===== src/rtl/alu_seq_pkg.sv =====
// Shared types for the ALU macro-op sequencer.
// Holds the macro-op encoding, ALU select codes, microcode operand-source and
// destination encodings, per-op step counts and the microcode entry record.
// Configuration: ALU_SEQ_XOR_EN selects XOR (7 steps) for op 111; INC (1 step) otherwise.
package alu_seq_pkg;

    localparam int unsigned DATA_W = 16;

    typedef enum logic [2:0] {
        OP_ADD  = 3'b000,
        OP_AND  = 3'b001,
        OP_NOT  = 3'b010,
        OP_PASS = 3'b011,
        OP_SUB  = 3'b100,
        OP_NEG  = 3'b101,
        OP_OR   = 3'b110,
        OP_EXT  = 3'b111   // XOR or INC depending on build
    } op_e;

    // ALU select codes
    localparam logic [1:0] SEL_ADD  = 2'b00;
    localparam logic [1:0] SEL_AND  = 2'b01;
    localparam logic [1:0] SEL_NOT  = 2'b10;
    localparam logic [1:0] SEL_PASS = 2'b11;

    typedef enum logic [2:0] {
        SRC_RA,
        SRC_RB,
        SRC_T,
        SRC_U,
        SRC_ONE,
        SRC_ZERO
    } src_e;

    typedef enum logic [1:0] {
        DST_T,
        DST_U,
        DST_RES
    } dst_e;

    // Micro-steps per macro-op
    localparam int unsigned STEPS_ADD  = 1;
    localparam int unsigned STEPS_AND  = 1;
    localparam int unsigned STEPS_NOT  = 1;
    localparam int unsigned STEPS_PASS = 1;
    localparam int unsigned STEPS_SUB  = 3;
    localparam int unsigned STEPS_NEG  = 2;
    localparam int unsigned STEPS_OR   = 4;
`ifdef ALU_SEQ_XOR_EN
    localparam int unsigned STEPS_EXT  = 7;
    localparam int unsigned STEP_W     = 3;
`else
    localparam int unsigned STEPS_EXT  = 1;
    localparam int unsigned STEP_W     = 2;
`endif

    typedef struct packed {
        logic [1:0] sel;
        src_e       a_src;
        src_e       b_src;
        dst_e       dest;
        logic       last;
    } ucode_t;

    // Index of the final micro-step of an op
    function automatic logic [STEP_W-1:0] op_last_step(op_e op);
        case (op)
            OP_ADD:  return STEP_W'(STEPS_ADD - 1);
            OP_AND:  return STEP_W'(STEPS_AND - 1);
            OP_NOT:  return STEP_W'(STEPS_NOT - 1);
            OP_PASS: return STEP_W'(STEPS_PASS - 1);
            OP_SUB:  return STEP_W'(STEPS_SUB - 1);
            OP_NEG:  return STEP_W'(STEPS_NEG - 1);
            OP_OR:   return STEP_W'(STEPS_OR - 1);
            default: return STEP_W'(STEPS_EXT - 1);
        endcase
    endfunction

endpackage


===== src/rtl/alu_seq_ucode.sv =====
// Combinational microcode table for the ALU macro-op sequencer.
// Ports:
//   op    in   macro-op being executed
//   step  in   current micro-step index
//   uc    out  {alu_sel, a_src, b_src, dest, last} for this step
// Configuration: ALU_SEQ_XOR_EN selects the XOR sequence for op 111, else INC.
module alu_seq_ucode
    import alu_seq_pkg::*;
(
    input  op_e                op,
    input  logic [STEP_W-1:0]  step,
    output ucode_t             uc
);

    function automatic ucode_t mk(logic [1:0] sel, src_e a, src_e b, dst_e d);
        ucode_t e;
        e.sel   = sel;
        e.a_src = a;
        e.b_src = b;
        e.dest  = d;
        e.last  = 1'b0;
        return e;
    endfunction

    // Table lookup; last is derived from the per-op step count
    always_comb begin
        uc = mk(SEL_PASS, SRC_ZERO, SRC_ZERO, DST_RES);
        case (op)
            OP_ADD:  uc = mk(SEL_ADD,  SRC_RA, SRC_RB,   DST_RES);
            OP_AND:  uc = mk(SEL_AND,  SRC_RA, SRC_RB,   DST_RES);
            OP_NOT:  uc = mk(SEL_NOT,  SRC_RA, SRC_ZERO, DST_RES);
            OP_PASS: uc = mk(SEL_PASS, SRC_RA, SRC_ZERO, DST_RES);
            OP_SUB: begin
                case (step)
                    STEP_W'(0): uc = mk(SEL_NOT, SRC_RB, SRC_ZERO, DST_T);
                    STEP_W'(1): uc = mk(SEL_ADD, SRC_T,  SRC_ONE,  DST_T);
                    STEP_W'(2): uc = mk(SEL_ADD, SRC_RA, SRC_T,    DST_RES);
                    default: ;
                endcase
            end
            OP_NEG: begin
                case (step)
                    STEP_W'(0): uc = mk(SEL_NOT, SRC_RA, SRC_ZERO, DST_T);
                    STEP_W'(1): uc = mk(SEL_ADD, SRC_T,  SRC_ONE,  DST_RES);
                    default: ;
                endcase
            end
            OP_OR: begin
                case (step)
                    STEP_W'(0): uc = mk(SEL_NOT, SRC_RA, SRC_ZERO, DST_T);
                    STEP_W'(1): uc = mk(SEL_NOT, SRC_RB, SRC_ZERO, DST_U);
                    STEP_W'(2): uc = mk(SEL_AND, SRC_T,  SRC_U,    DST_T);
                    STEP_W'(3): uc = mk(SEL_NOT, SRC_T,  SRC_ZERO, DST_RES);
                    default: ;
                endcase
            end
            default: begin
`ifdef ALU_SEQ_XOR_EN
                // XOR = OR(a,b) & NAND(a,b)
                case (step)
                    STEP_W'(0): uc = mk(SEL_NOT, SRC_RA, SRC_ZERO, DST_T);
                    STEP_W'(1): uc = mk(SEL_NOT, SRC_RB, SRC_ZERO, DST_U);
                    STEP_W'(2): uc = mk(SEL_AND, SRC_T,  SRC_U,    DST_T);
                    STEP_W'(3): uc = mk(SEL_NOT, SRC_T,  SRC_ZERO, DST_T);
                    STEP_W'(4): uc = mk(SEL_AND, SRC_RA, SRC_RB,   DST_U);
                    STEP_W'(5): uc = mk(SEL_NOT, SRC_U,  SRC_ZERO, DST_U);
                    STEP_W'(6): uc = mk(SEL_AND, SRC_T,  SRC_U,    DST_RES);
                    default: ;
                endcase
`else
                uc = mk(SEL_ADD, SRC_RA, SRC_ONE, DST_RES);
`endif
            end
        endcase
        uc.last = (step == op_last_step(op));
    end

endmodule


===== src/rtl/alu_op_sequencer.sv =====
// Multi-cycle controller that runs extended macro-ops (SUB, NEG, OR, INC/XOR)
// on a 16-bit four-function ALU, one micro-step per cycle.
// Ports:
//   Clk, Reset        clock, synchronous active-high reset
//   start, op, A, B   request, macro-op code and operands (accepted when idle)
//   busy, done        in-flight flag, one-cycle completion pulse
//   result            last completed result
//   alu_a, alu_b      ALU operand drive (combinational)
//   alu_sel           ALU select (combinational)
//   alu_out           ALU combinational output
// Configuration: define ALU_SEQ_XOR_EN to make op 111 XOR; otherwise it is INC.
module alu_op_sequencer
    import alu_seq_pkg::*;
(
    input  logic              Clk,
    input  logic              Reset,
    input  logic              start,
    input  logic [2:0]        op,
    input  logic [DATA_W-1:0] A,
    input  logic [DATA_W-1:0] B,
    output logic              busy,
    output logic              done,
    output logic [DATA_W-1:0] result,
    output logic [DATA_W-1:0] alu_a,
    output logic [DATA_W-1:0] alu_b,
    output logic [1:0]        alu_sel,
    input  logic [DATA_W-1:0] alu_out
);

    typedef enum logic {
        S_IDLE,
        S_EXEC
    } state_e;

    state_e            state;
    logic [STEP_W-1:0] step;
    op_e               op_q;
    logic [DATA_W-1:0] ra, rb, t, u;
    ucode_t            uc;

    alu_seq_ucode u_ucode (
        .op   (op_q),
        .step (step),
        .uc   (uc)
    );

    function automatic logic [DATA_W-1:0] pick(src_e s, logic [DATA_W-1:0] ra_v,
                                               logic [DATA_W-1:0] rb_v,
                                               logic [DATA_W-1:0] t_v,
                                               logic [DATA_W-1:0] u_v);
        case (s)
            SRC_RA:  return ra_v;
            SRC_RB:  return rb_v;
            SRC_T:   return t_v;
            SRC_U:   return u_v;
            SRC_ONE: return DATA_W'(1);
            default: return '0;
        endcase
    endfunction

    // Operand muxes; idle drives a neutral PASS of zero
    always_comb begin
        alu_a   = '0;
        alu_b   = '0;
        alu_sel = SEL_PASS;
        if (state == S_EXEC) begin
            alu_sel = uc.sel;
            alu_a   = pick(uc.a_src, ra, rb, t, u);
            alu_b   = pick(uc.b_src, ra, rb, t, u);
        end
    end

    // Control FSM, step counter and datapath registers
    always_ff @(posedge Clk) begin
        if (Reset) begin
            state  <= S_IDLE;
            step   <= '0;
            op_q   <= OP_ADD;
            ra     <= '0;
            rb     <= '0;
            t      <= '0;
            u      <= '0;
            result <= '0;
            busy   <= 1'b0;
            done   <= 1'b0;
        end else begin
            done <= 1'b0;
            case (state)
                S_IDLE: begin
                    if (start) begin
                        state <= S_EXEC;
                        busy  <= 1'b1;
                        op_q  <= op_e'(op);
                        ra    <= A;
                        rb    <= B;
                        step  <= '0;
                    end
                end
                S_EXEC: begin
                    case (uc.dest)
                        DST_T:   t      <= alu_out;
                        DST_U:   u      <= alu_out;
                        DST_RES: result <= alu_out;
                        default: ;
                    endcase
                    if (uc.last) begin
                        state <= S_IDLE;
                        busy  <= 1'b0;
                        done  <= 1'b1;
                    end else begin
                        step <= step + STEP_W'(1);
                    end
                end
                default: state <= S_IDLE;
            endcase
        end
    end

endmodule

===== config.mk =====
export PLATFORM = sky130hd
export DESIGN_NAME = alu_op_sequencer
export DESIGN_NICKNAME = d
export VERILOG_FILES = /design/src/rtl/alu_seq_pkg.sv /design/src/rtl/alu_seq_ucode.sv /design/src/rtl/alu_op_sequencer.sv
export SDC_FILE = /design/constraint.sdc
export NUM_CORES = 1
export LEC_CHECK = 0
export ABC_AREA = 1
export BUFFER_PORTS_ARGS = -buffer_cell sky130_fd_sc_hd__buf_2
export CAP_MARGIN = 20
export CORE_ASPECT_RATIO = 0.75
export CORE_MARGIN = 5
export CORE_UTILIZATION = 49
export DETAILED_ROUTE_END_ITERATION = 10
export PLACE_DENSITY_LB_ADDON = 0.1
export SYNTH_ARGS = -nofsm -noshare
export SYNTH_HDL_FRONTEND = slang
export SYNTH_HIERARCHICAL = 1
export SYNTH_SLANG_ARGS = --single-unit

===== constraint.sdc =====
create_clock -name Clk -period 1.9 [get_ports Clk]
set_input_delay 0.095 -clock Clk [delete_from_list [all_inputs] [get_ports Clk]]
set_output_delay 0.095 -clock Clk [all_outputs]
set_load 0.05 [all_outputs]

==> load_flow_metrics.sql <==
INSERT INTO impl_metrics (metric_group, metric, value, unit) VALUES
('worst_hold_path', 'hold_path.class', 'in2reg', ''),
('sta', 'final_min_period_over_clock_period', '128', '%'),
('synthesis', 'post_synth.cell_area_avg', '6.72', 'sq um'),
('pwr', 'power_per_cell_area', '717', 'nW/um^2'),
('status', 'failed_checks', 'negative setup slack', ''),
('floorplan', 'fp.coreArea', '9660', 'sq um'),
('synthesis', 'yosys.area.top_type_share', '36.5', '%'),
('place', 'dp.final_hpwl', '11300', 'um'),
('critical_path', 'crit-reg2reg-capture', 't[8]', ''),
('global_routing', 'overflow', '0', ''),
('synthesis', 'synth.largest_area_cell', 'sky130_fd_sc_hd__dfxtp_1', ''),
('critical_path', 'cp_data_arrival_time', '2340', 'ps'),
('synthesis', 'synth_common_cells', '145 x sky130_fd_sc_hd__nor2_1, 94 x sky130_fd_sc_hd__o21ai_0, 88 x sky130_fd_sc_hd__dfxtp_1, 81 x sky130_fd_sc_hd__nand2_1, 62 x sky130_fd_sc_hd__inv_1', ''),
('critical_path', 'setup.worst_path.end_class', 'primary output', ''),
('sta', 'slew_hr', '55.3', '%'),
('sta', 'final_setup_skew', '7.63', 'ps'),
('sta', 'grt_setup_unrepaired', 'true', ''),
('synthesis', 'postSynthRegisterBits', '88', ''),
('critical_path', 'critical_path.reg2reg.startpoint', 'step[0]', ''),
('synthesis', 'postSynthNetCount', '780', ''),
('drt', 'drt-total-wl', '17400', 'um'),
('critical_path', 'timing.reg2reg.setup_slack', '-40', 'ps'),
('critical_path', 'worst_reg_to_reg_path_cell_count', '13', ''),
('layout', 'antenna_cell_count', '0', ''),
('drt', 'via_count', '5520', ''),
('drt', 'detail_route.iter0.violations', '508', ''),
('clock_tree', 'tritoncts.num_buffers', '9', ''),
('worst_hold_path', 'min-delay-start', 'A[2]', ''),
('pwr', 'ir_worst_vdd', '0.499', 'mV'),
('clock_tree', 'clock_tree.htree_level_count', '3', ''),
('sta', 'final-hold-violation-count', '0', ''),
('drt', 'total_drc_errors_in_the_routed_layout', '0', ''),
('synthesis', 'post-synth-top-count-cell', 'sky130_fd_sc_hd__nor2_1', ''),
('floorplan', 'initial_utilization', '50.0', '%'),
('clock_tree', 'cts.path.max_buffers', '2', ''),
('drt', 'vias_per_cell', '5.49', ''),
('critical_path', 'critical_path_class', 'reg2out', ''),
('synthesis', 'synth_area_leaders', 'sky130_fd_sc_hd__dfxtp_1 36%, sky130_fd_sc_hd__nor2_1 11%, sky130_fd_sc_hd__o21ai_0 9.7%, sky130_fd_sc_hd__nand2_1 6.3%, sky130_fd_sc_hd__a21oi_1 5.6%', ''),
('layout', 'final_core_util', '77.6', '%'),
('sta', 'achievable-frequency', '0.411', 'GHz'),
('layout', 'area_growth', '55.2', '%'),
('synthesis', 'post_synthesis_cell_area', '4830', 'sq um'),
('synthesis', 'synth.yosys.warnings', '6', ''),
('flow_run', 'maxCapViolations', '0', ''),
('sta', 'final_max_slew_viol_count', '0', ''),
('worst_hold_path', 'hold-path-endpoint', 'ra[2]', ''),
('critical_path', 'worst_ep_required_time', '1800', 'ps'),
('floorplan', 'floorplan.rows', '31', ''),
('layout', 'finalNonFillerCells', '1006', ''),
('global_routing', 'groute.usage.overall', '27.0', '%'),
('synthesis', 'netlist_instances', '719', ''),
('sta', 'worstMarginPinSlew', '669', 'ps'),
('worst_hold_path', 'worst_hold_path_cell_count', '3', ''),
('drt', 'detailedRoute.firstPassIterationCount', '5', ''),
('status', 'result_of_the_run', 'complete, but fails checks', ''),
('layout', 'drive_gt1_share', '42.9', '%'),
('floorplan', 'die_h', '96', 'um'),
('clock_tree', 'clock_tree_from_tritoncts', 'yes', ''),
('layout', 'final_cell_area', '7500', 'sq um'),
('synthesis', 'synth_seq_area_share', '36.5', '%'),
('place', 'post-place-ws', '-310', 'ps'),
('sta', 'post-route-worst-setup-slack', '-535', 'ps'),
('sta', 'timing.final.setup_violations', '48', ''),
('synthesis', 'synth-edff-count', '0', ''),
('critical_path', 'worst-path-max-fanout', '9', ''),
('drt', 'routed_wire_length_per_instance', '17.3', 'um'),
('floorplan', 'design.portCount', '106', ''),
('clock_tree', 'clock_tree.root_cell', 'sky130_fd_sc_hd__clkbuf_16', ''),
('clock_tree', 'cts.clk_slew.worst_paths', '70', 'ps'),
('floorplan', 'die_area', '12000', 'sq um'),
('clock_tree', 'sink_count_of_the_clock_tree', '88', '');
## cell type report
type	count	area, sq um
clock inverter	7	76.3
sequential	88	1780
clock buffer	9	225
timing repair inverter	2	23.8
multi-input combinational	506	3180
fill	698	2160
timing repair buffer	188	1720
tap	132	165
inverter	74	323
## kinds of logic (layout without fill, tap and decap cells)
logic type | Yosys count | count (layout) | synth area share [%]
fa+ha+maj | 7 | 7 | 1.81
buf+inv | 126 | 280 | 13.2
simple gates | 325 | 326 | 30.6
flops | 88 | 88 | 36.5
compound gates | 173 | 173 | 17.9
## routing by layer
| layer | up-vias | GRT usage, % | routed length (um) |
|---|---|---|---|
| met5 | - | 0 | 0 |
| met4 | 0 | 8.12 | 471 |
| met3 | 47 | 4.71 | 1080 |
| met2 | 225 | 48.5 | 8670 |
| met1 | 2575 | 33.7 | 7180 |
| li1 | 2673 | - | - |
## where the power goes
part	switching [mW]	leakage (nW)	internal [mW]
Sequential	0.0910	0.725	1.95
Combinational	0.928	2.25	0.563
Clock	0.809	0.144	1.03
## worst max path at each step
| stage | from | end | slack (ps) |
|---|---|---|---|
| 2_1_floorplan | step[0] | alu_b[10] | -60 |
| 3_3_place_gp | op_q[1] | alu_a[15] | -300 |
| 3_5_place_dp | step[1] | alu_a[5] | -310 |
| 4_1_cts | step[0] | alu_a[12] | -480 |
| 5_1_grt | step[0] | alu_b[15] | -630 |
| 6_report | step[0] | alu_b[15] | -530 |
## cells in the final DEF (no fill, tap or decap), types with 14 or more instances in the layout
cell type                 count
sky130_fd_sc_hd__o21ai_0     54
sky130_fd_sc_hd__buf_4       48
sky130_fd_sc_hd__nand2_1     65
sky130_fd_sc_hd__buf_6       36
sky130_fd_sc_hd__o21ai_2     36
sky130_fd_sc_hd__nor2_4      43
sky130_fd_sc_hd__a21oi_1     54
sky130_fd_sc_hd__nand4_1     36
sky130_fd_sc_hd__o21ai_1     24
sky130_fd_sc_hd__nand2_2     16
sky130_fd_sc_hd__dfxtp_1     83
sky130_fd_sc_hd__nand3_1     35
sky130_fd_sc_hd__inv_1       57
sky130_fd_sc_hd__buf_2       71
sky130_fd_sc_hd__nor2_1      87
sky130_fd_sc_hd__nor2_2      20
sky130_fd_sc_hd__buf_12      14
## critical path: stages (launching register included)
cell	delay, ps
sky130_fd_sc_hd__dfxtp_4	390
sky130_fd_sc_hd__inv_6	50
sky130_fd_sc_hd__ha_4	250
sky130_fd_sc_hd__inv_2	40
sky130_fd_sc_hd__nand3_4	80
sky130_fd_sc_hd__nand4_1	140
sky130_fd_sc_hd__buf_12	190
sky130_fd_sc_hd__nor2_4	260
sky130_fd_sc_hd__nand3_1	160
sky130_fd_sc_hd__nand2_1	110
sky130_fd_sc_hd__nor2_2	70
sky130_fd_sc_hd__nor2_4	90
sky130_fd_sc_hd__buf_8	150
## flip-flops by register name, summed over array words and instances, names as in the netlist
register  count
ra           16
result       16
op_q          3
rb           16
done          1
t            16
state         1
u            16
busy          1
step          2
## repair_timing
item                                   4_1_cts  5_1_grt
gates resized for setup                    163      125
gates cloned                                 5        3
pin swaps                                   18       37
endpoints found under the hold margin        5        0
hold buffers                                 2        0
setup buffers                               14        6
setup endpoints to repair                   57       81
## metrics by stage
step / TNS (ps) / total power, mW
final: -14930 / 5.37
after global routing: -19250 / 5.58
after CTS: -14370 / 5.25
after detailed placement: -8580 / 3.25
after global placement: -8310 / 3.23
after floorplan: -307 / 2.89
Power figures use the tool's default switching activity.
